[src/rtl/tx_arbiter.sv]
// tx_arbiter: round-robin scheduler sharing one UART transmitter between NUM_REQ byte sources
module tx_arbiter #(
  parameter int NUM_REQ      = 4,
  parameter int DATA_WIDTH   = 8,
  parameter int PARITY_ODD   = 0,
  parameter int CLKS_PER_BIT = 16
) (
  input  logic                          clk,
  input  logic                          reset,
  input  logic [NUM_REQ-1:0]            req_valid,
  input  logic [NUM_REQ*DATA_WIDTH-1:0] req_data,
  output logic [NUM_REQ-1:0]            req_ack,
  output logic                          tx_enable,
  output logic [DATA_WIDTH:0]           tx_data,
  output logic                          baud_clk,
  input  logic                          tx_busy,
  output logic [$clog2(NUM_REQ)-1:0]    grant_id,
  output logic                          ctrl_busy,
  output logic [15:0]                   frame_count
);
  localparam int PW = $clog2(NUM_REQ);
  localparam int CW = $clog2(CLKS_PER_BIT);
  typedef enum logic [1:0] {IDLE, LOAD, WAIT_BUSY, WAIT_DONE} state_t;
  state_t                state_q, state_d;
  logic [PW-1:0]         rr_ptr_q, rr_ptr_d, grant_q, grant_d, win, idx;
  logic [DATA_WIDTH:0]   data_q, data_d;
  logic [DATA_WIDTH-1:0] win_byte;
  logic [CW-1:0]         baud_q, baud_d;
  logic [1:0]            tmo_q, tmo_d;
  logic [15:0]           count_q, count_d;
  logic                  counting;
  // Descending scan so the valid index closest to rr_ptr is assigned last and wins
  always_comb begin
    win      = '0;
    idx      = '0;
    win_byte = '0;
    for (int k = NUM_REQ - 1; k >= 0; k--) begin
      idx = PW'((int'(rr_ptr_q) + k) % NUM_REQ);
      if (req_valid[idx]) win = idx;
    end
    for (int i = 0; i < NUM_REQ; i++)
      if (win == PW'(i)) win_byte = req_data[i*DATA_WIDTH +: DATA_WIDTH];
  end
  assign counting = state_q == WAIT_BUSY || state_q == WAIT_DONE;
  assign baud_clk = counting && baud_q == CW'(CLKS_PER_BIT - 1);
  assign baud_d   = !counting ? '0 : baud_clk ? '0 : baud_q + 1'b1;
  always_comb begin
    state_d  = state_q;
    rr_ptr_d = rr_ptr_q;
    grant_d  = grant_q;
    data_d   = data_q;
    tmo_d    = tmo_q;
    count_d  = count_q;
    case (state_q)
      IDLE:
        if (|req_valid && !tx_busy) begin
          state_d  = LOAD;
          grant_d  = win;
          rr_ptr_d = win == PW'(NUM_REQ - 1) ? '0 : win + 1'b1;
          data_d   = {^win_byte ^ 1'(PARITY_ODD), win_byte};
        end
      LOAD: begin
        state_d = WAIT_BUSY;
        tmo_d   = '0;
      end
      WAIT_BUSY:
        if (tx_busy) state_d = WAIT_DONE;
        else if (tmo_q == 2'd3) state_d = IDLE;
        else tmo_d = tmo_q + 1'b1;
      WAIT_DONE:
        if (!tx_busy) begin
          state_d = IDLE;
          count_d = count_q + 1'b1;
        end
      default: state_d = IDLE;
    endcase
  end
  always_ff @(posedge clk or negedge reset)
    if (!reset) begin
      state_q  <= IDLE;
      rr_ptr_q <= '0;
      grant_q  <= '0;
      data_q   <= '0;
      baud_q   <= '0;
      tmo_q    <= '0;
      count_q  <= '0;
    end else begin
      state_q  <= state_d;
      rr_ptr_q <= rr_ptr_d;
      grant_q  <= grant_d;
      data_q   <= data_d;
      baud_q   <= baud_d;
      tmo_q    <= tmo_d;
      count_q  <= count_d;
    end
  assign tx_enable   = state_q == LOAD;
  assign req_ack     = tx_enable ? NUM_REQ'(1) << grant_q : '0;
  assign tx_data     = data_q;
  assign grant_id    = grant_q;
  assign ctrl_busy   = state_q != IDLE;
  assign frame_count = count_q;
endmodule
[config.mk]
export PLATFORM = sky130hd
export DESIGN_NAME = tx_arbiter
export DESIGN_NICKNAME = d
export VERILOG_FILES = /design/src/rtl/tx_arbiter.sv
export SDC_FILE = /design/constraint.sdc
export NUM_CORES = 1
export LEC_CHECK = 0
export BUFFER_PORTS_ARGS = -buffer_cell sky130_fd_sc_hd__buf_2
export CAP_MARGIN = 20
export CORE_UTILIZATION = 54
export CTS_BUF_LIST = sky130_fd_sc_hd__clkbuf_4 sky130_fd_sc_hd__clkbuf_8 sky130_fd_sc_hd__clkbuf_16
export DETAILED_ROUTE_END_ITERATION = 8
export PLACE_DENSITY = 0.95
export SLEW_MARGIN = 20
export SYNTH_ARGS = -nofsm -noshare
export SYNTH_HDL_FRONTEND = slang
export SYNTH_SLANG_ARGS = --single-unit
[constraint.sdc]
create_clock -name clk -period 5.6 [get_ports clk]
set_clock_uncertainty 0.2 [all_clocks]
set_input_delay 0.28 -clock clk [delete_from_list [all_inputs] [get_ports clk]]
set_output_delay 0.28 -clock clk [all_outputs]
set_load 0.005 [all_outputs]
# After elaboration in Yosys (flattened, before gate mapping)
# Index checks and enable logic that the tools add are counted.
# word_totals
register_bits	37
inputBits	39
out_inout_bits	34
word_cells	75
# op_classes
add_sub_neg	7
order_cmp	4
eq_ne	13
shifts	1
n_mux	28
bitwise	1
n_reduce_logical	14
# op_table
operator	n
$mux 8	4
$mux 2	11
$add 16x1->16 const B	1
$lt 2x3->1 const B	4
$mux 4	3
$eq 2x2->1 const B	5
$bmux 1 s2	4
$ne 2x2->1 const B	4
$pmux 2 s4	1
$reduce_xor 8->1	1
$add 2x1->2 const B	3
$reduce_and 3->1	2
$add 2x2->2 const B	2
$add 4x1->4 const B	1
$eq 2x1->1 const B	2
$eq 4x4->1 const B	1
$logic_not 2->1	2
$mux 1	4
$pmux 2 s2	1
$reduce_and 2->1	2
$reduce_bool 2->1	2
$reduce_or 4->1	1
$shl 1x2->4 const A	1
$ne 3x2->1 const B	1
other kinds (4)	5

# Longest topological paths before layout
# depth
word_depth	13
mapped_depth	12
mapped_depth_nobuf	12

# Least setup slack after synthesis
# No wires, ideal clock.
# synth_timing
path_type	register to register
startpoint	register rr_ptr_q[1]
endpoint	register data_q[8], in the netlist tx_data[8]
arrival_time_ps	2827
required_ps	5308
setup_slack_ps	2481
stages_incl_launch_ff	12
period_less_slack_ps	3119
cell_sequence	dfrtp_1 -> nand2b_1 -> and3_1 -> a311oi_1 -> inv_1 -> ha_1 -> nor2_2 -> o211ai_2 -> a211o_1 -> a211o_1 -> and4_4 -> o31ai_2
# synth_between
elab_chain_len	13
word_cells_on_any_way	24
classes_between	add/sub (3); eq/ne (3); mux (16); reduce/logical (2)
# synth_rtl
item	line_no	source
start: declaration	25	logic [PW-1:0] rr_ptr_q, rr_ptr_d, grant_q, grant_d, win, idx;
start signal: assignment	89	rr_ptr_q <= rr_ptr_d;
$add 2x2->2	38	idx = PW'((int'(rr_ptr_q) + k) % NUM_REQ);
$bmux 1 s2	39	if (req_valid[idx]) win = idx;
$mux 1 (not written as such)	39	
$mux 2 (3 in series)	39	
$mux 2 (*)	39	
via win[0]	25	
$logic_not 2->1	42	if (win == PW'(i)) win_byte = req_data[i*DATA_WIDTH +: DATA_WIDTH];
$mux 8 (3 in series)	42	
$mux 8 (*)	42	
$reduce_xor 8->1 (*)	60	data_d = {^win_byte ^ 1'(PARITY_ODD), win_byte};
end signal: assignment	91	data_q <= data_d;
end: declaration	26	logic [DATA_WIDTH:0] data_q, data_d;
# Mark *: on every way through the listed nets, which the timed path passes. The rest lies on a longest branch. The select of a mux whose other input is x is not followed.
# A chain may end at the register's enable or synchronous reset.

# Worst setup path in the final report
# Ends and elaborated chain as after synthesis.

==> out/results.ini <==
[timing]
hold_viol = 0
grt_setup_unrepaired = no
timing.final.setup_violations = 0
setup_total_negative_slack_ns = 0
fmax_mhz = 277.8
timing.final.crit_period_ns = 3.600
setup_ws_ns = 2.000
worst_slew_pin_slew_ns = 0.7895
max-slew-margin-rel_pct = 47.36
timing.final.crit_share_pct = 64.28
slew_viol_final = 0

[floorplan]
start_util_pct = 57.82
floorplan.die.width_um = 65.31
floorplan.die_area_mm2 = 0.004265
dieHeight_um = 65.31
io_pins = 73
rows = 22
area_of_the_core_region_mm2 = 0.003744

[layout]
area_occupied_by_multi_input_gates_mm2 = 0.001166
num-nets-final = 358
ff_latch_area_um2 = 925.9
area_growth_pct = 23.76
fraction_of_final_layout_cells_sized_beyond_drive_strength_1_pct = 29.87
num_antenna_cells = 0
stdcell_area_mm2 = 0.002679
count_of_filler_cells_inserted_in_the_layout = 312

[yosys]
yosys.area_share.adder_pct = 6.936
post_synthesis_xor_xnor_area_fraction_pct = 6.474
yosys.cell_types.count = 46
avgSynthCellArea_um2 = 9.330
async_flop_share_pct = 100.0
synth-seq-area-share_pct = 42.77
most_repeated_cell_in_the_gate_level_netlist_after_synthesis = sky130_fd_sc_hd__nand2_1
post-synth-top-area-cell = sky130_fd_sc_hd__dfrtp_1
synth_top_family_by_area = simple AND/OR/NAND/NOR gates
netlist_instances = 232
synth_register_bits = 37
synth_simple_gate_area_share_pct = 20.64
number_of_flops_mapped_to_enable_cells_by_yosys = 0
synth-compound-area-share_pct = 18.79
yosys-top-cells-count = sky130_fd_sc_hd__nand2_1 (49), sky130_fd_sc_hd__dfrtp_1 (37), sky130_fd_sc_hd__o21ai_0 (14)
syn-cell-area_mm2 = 0.002165
synth.top_cells.by_area = sky130_fd_sc_hd__dfrtp_1 (43%), sky130_fd_sc_hd__nand2_1 (8.5%), sky130_fd_sc_hd__ha_1 (6.9%)
post-synth-top-area-fraction_pct = 42.77
synth.net_count = 283
post_synth_mux_area_share_pct = 1.040
synth_ff_type = sky130_fd_sc_hd__dfrtp_1
synthesis.yosys.warnings = 0

[drt]
postRouteAntennaNets = 0
wl_per_cell_um = 13.31
drt_pre_antenna_iters = 4
via_count = 1970
detail_route.wirelength_um = 4739
avgViaCountPerCell = 5.534
drc = 0
first_iter_violations = 131

[setup_path]
worst-endpoint-arrival_ns = 3.57
rr_endpoint = tx_data[8]
worst_setup_path_endpoint = tx_data[8]
critPathLaunchType = flip-flop
worst_r2r_startpoint = rr_ptr_q[1]
cp-startpoint = rr_ptr_q[1]
cp.required_ns = 5.57
worstRegToRegCells = 10
critPathCaptureType = flip-flop
crit_path_max_fanout = 16
crit_type = flip-flop to flip-flop
ff2ff_setup_slack_ns = 2.00

[cts]
insertion_delay_ns = 0.30
cts.clk_slew.worst_paths_ns = 0.08
clock-root-buffer = sky130_fd_sc_hd__clkbuf_8
tritoncts = yes
ctsLongestPathBuffers = 2
htree_levels = 2
tritoncts.num_buffers = 5
post_cts_buffers = 0
clock_sinks = 37

[flow_run]
max_cap_violations = 0

[power_and_ir_drop]
swShare_pct = 40.34
p_int_w = 0.0007554
power_switching_w = 0.0005108
cellPowerDensity_mw_per_mm2 = 472.7
peakVddDrop_v = 0.0003022
part_of_the_power_in_combinational_logic_pct = 48.4
p_leak_nw = 1.393
clock_power_share_pct = 18.6
pwr-share-seq_pct = 33.0

[place]
pre_cts_slack_ns = 2.066
place.gp.congestion = 0.7905
dp.final_hpwl_um = 3665
place_area_mm2 = 0.002554
numPortBuffers = 72

[global_routing]
largest_net_degree_at_the_start_of_global_routing = 38
grt_first_pass_wirelength_um = 7438
track_usage_pct = 23.11
grt_antenna_before_repair = 0
grt_pass1_vias = 1759
grt.overflow.total = 0

[run_status]
outcome = complete, no violations

[min_path]
hold_path_depth = 3
hold_path.class = input pin to flip-flop

## layout make-up
class                   count  share of cell area [%]
inverters                  11                   1.541
clock buffers               5                   2.569
repair buffers             73                   13.83
flip-flops and latches     37                   34.56
well taps                  48                   2.242
multi-input cells         179                   43.53
clock inverters             3                   1.728
## cell families (layout without fill, tap and decap cells)
family | count (synthesis) | in the layout
and+or+nand+nor | 93 | 93
DFF | 37 | 37
adders and majority gates | 12 | 12
muxes | 2 | 2
AOI/OAI and AO/OA | 56 | 56
buffers and inverters | 16 | 92
xor gates and xnor gates | 16 | 16
## routing by layer
metal	vias to the layer above	global-route usage, %	part of all wire [%]
met4	0	12.50	2.9
met3	16	5.382	4.3
li1	976	-	-
met2	57	41.37	51
met1	921	24.89	42
met5	-	0	0
## flip-flops by register name (all words and copies together) (netlist names)
name / flops
state_q: 2
grant_id: 2
baud_q: 4
frame_count: 16
tx_data: 9
tmo_q: 2
rr_ptr_q: 2
## placed cells by master, fill, tap and decap left out, drive strengths merged, types with 6 or more instances in the layout
cell    netlist  routed
inv          11      11
o21ai        14      14
xnor2        11      11
dfrtp        37      37
a21oi         6       6
and3          6       6
nand2        49      49
buf           4      72
o211a         6       6
ha           12      12
o211ai        6       6
nor2         13      13
## repair_timing
action,CTS,global route
hold endpoints to repair,37,0
hold buffers,1,0
resized for setup,0,0
## worst max-delay path: stages (launching register included)
cell                       delay [ns]
sky130_fd_sc_hd__dfrtp_1         0.43
sky130_fd_sc_hd__nand2b_1        0.18
sky130_fd_sc_hd__and3_1          0.19
sky130_fd_sc_hd__a311oi_1        0.52
sky130_fd_sc_hd__ha_1            0.60
sky130_fd_sc_hd__a211oi_1        0.15
sky130_fd_sc_hd__a221oi_1        0.38
sky130_fd_sc_hd__o21ai_0         0.19
sky130_fd_sc_hd__a211o_1         0.34
sky130_fd_sc_hd__a22oi_1         0.22
sky130_fd_sc_hd__o31ai_2         0.09
## stage by stage
stage	power, W	hold slack, ns	utilization (%)	std cells
final	0.001266	0.09472	71.56	356
after detailed placement	0.001032	0.2145	68.22	347
after global routing	0.001365	0.1149	71.56	356
after global placement	0.0009942	0.2115	68.22	347
after floorplan	0.0008563	-0.2156	-	232
after CTS	0.001270	0.08598	71.56	356
## worst min-delay path by stage
stage / start / to / slack [ns]
finish: tx_busy / state_q[1] / 0.09
global route: tx_busy / state_q[1] / 0.11
CTS: tx_busy / state_q[1] / 0.09
detailed placement: reset / baud_q[0] / 0.21
global placement: reset / baud_q[1] / 0.21
floorplan: reset / baud_q[0] / -0.22
## power by group through the flow
stage	Sequential (W)	Combinational (W)	Clock, W
5_1_grt	0.000428	0.000690	0.000247
3_3_place_gp	0.000418	0.000576	0
2_1_floorplan	0.000413	0.000444	0
6_report	0.000418	0.000613	0.000235
3_5_place_dp	0.000421	0.000611	0
4_1_cts	0.000417	0.000615	0.000239
No activity file was read; power rests on OpenSTA's default activity.
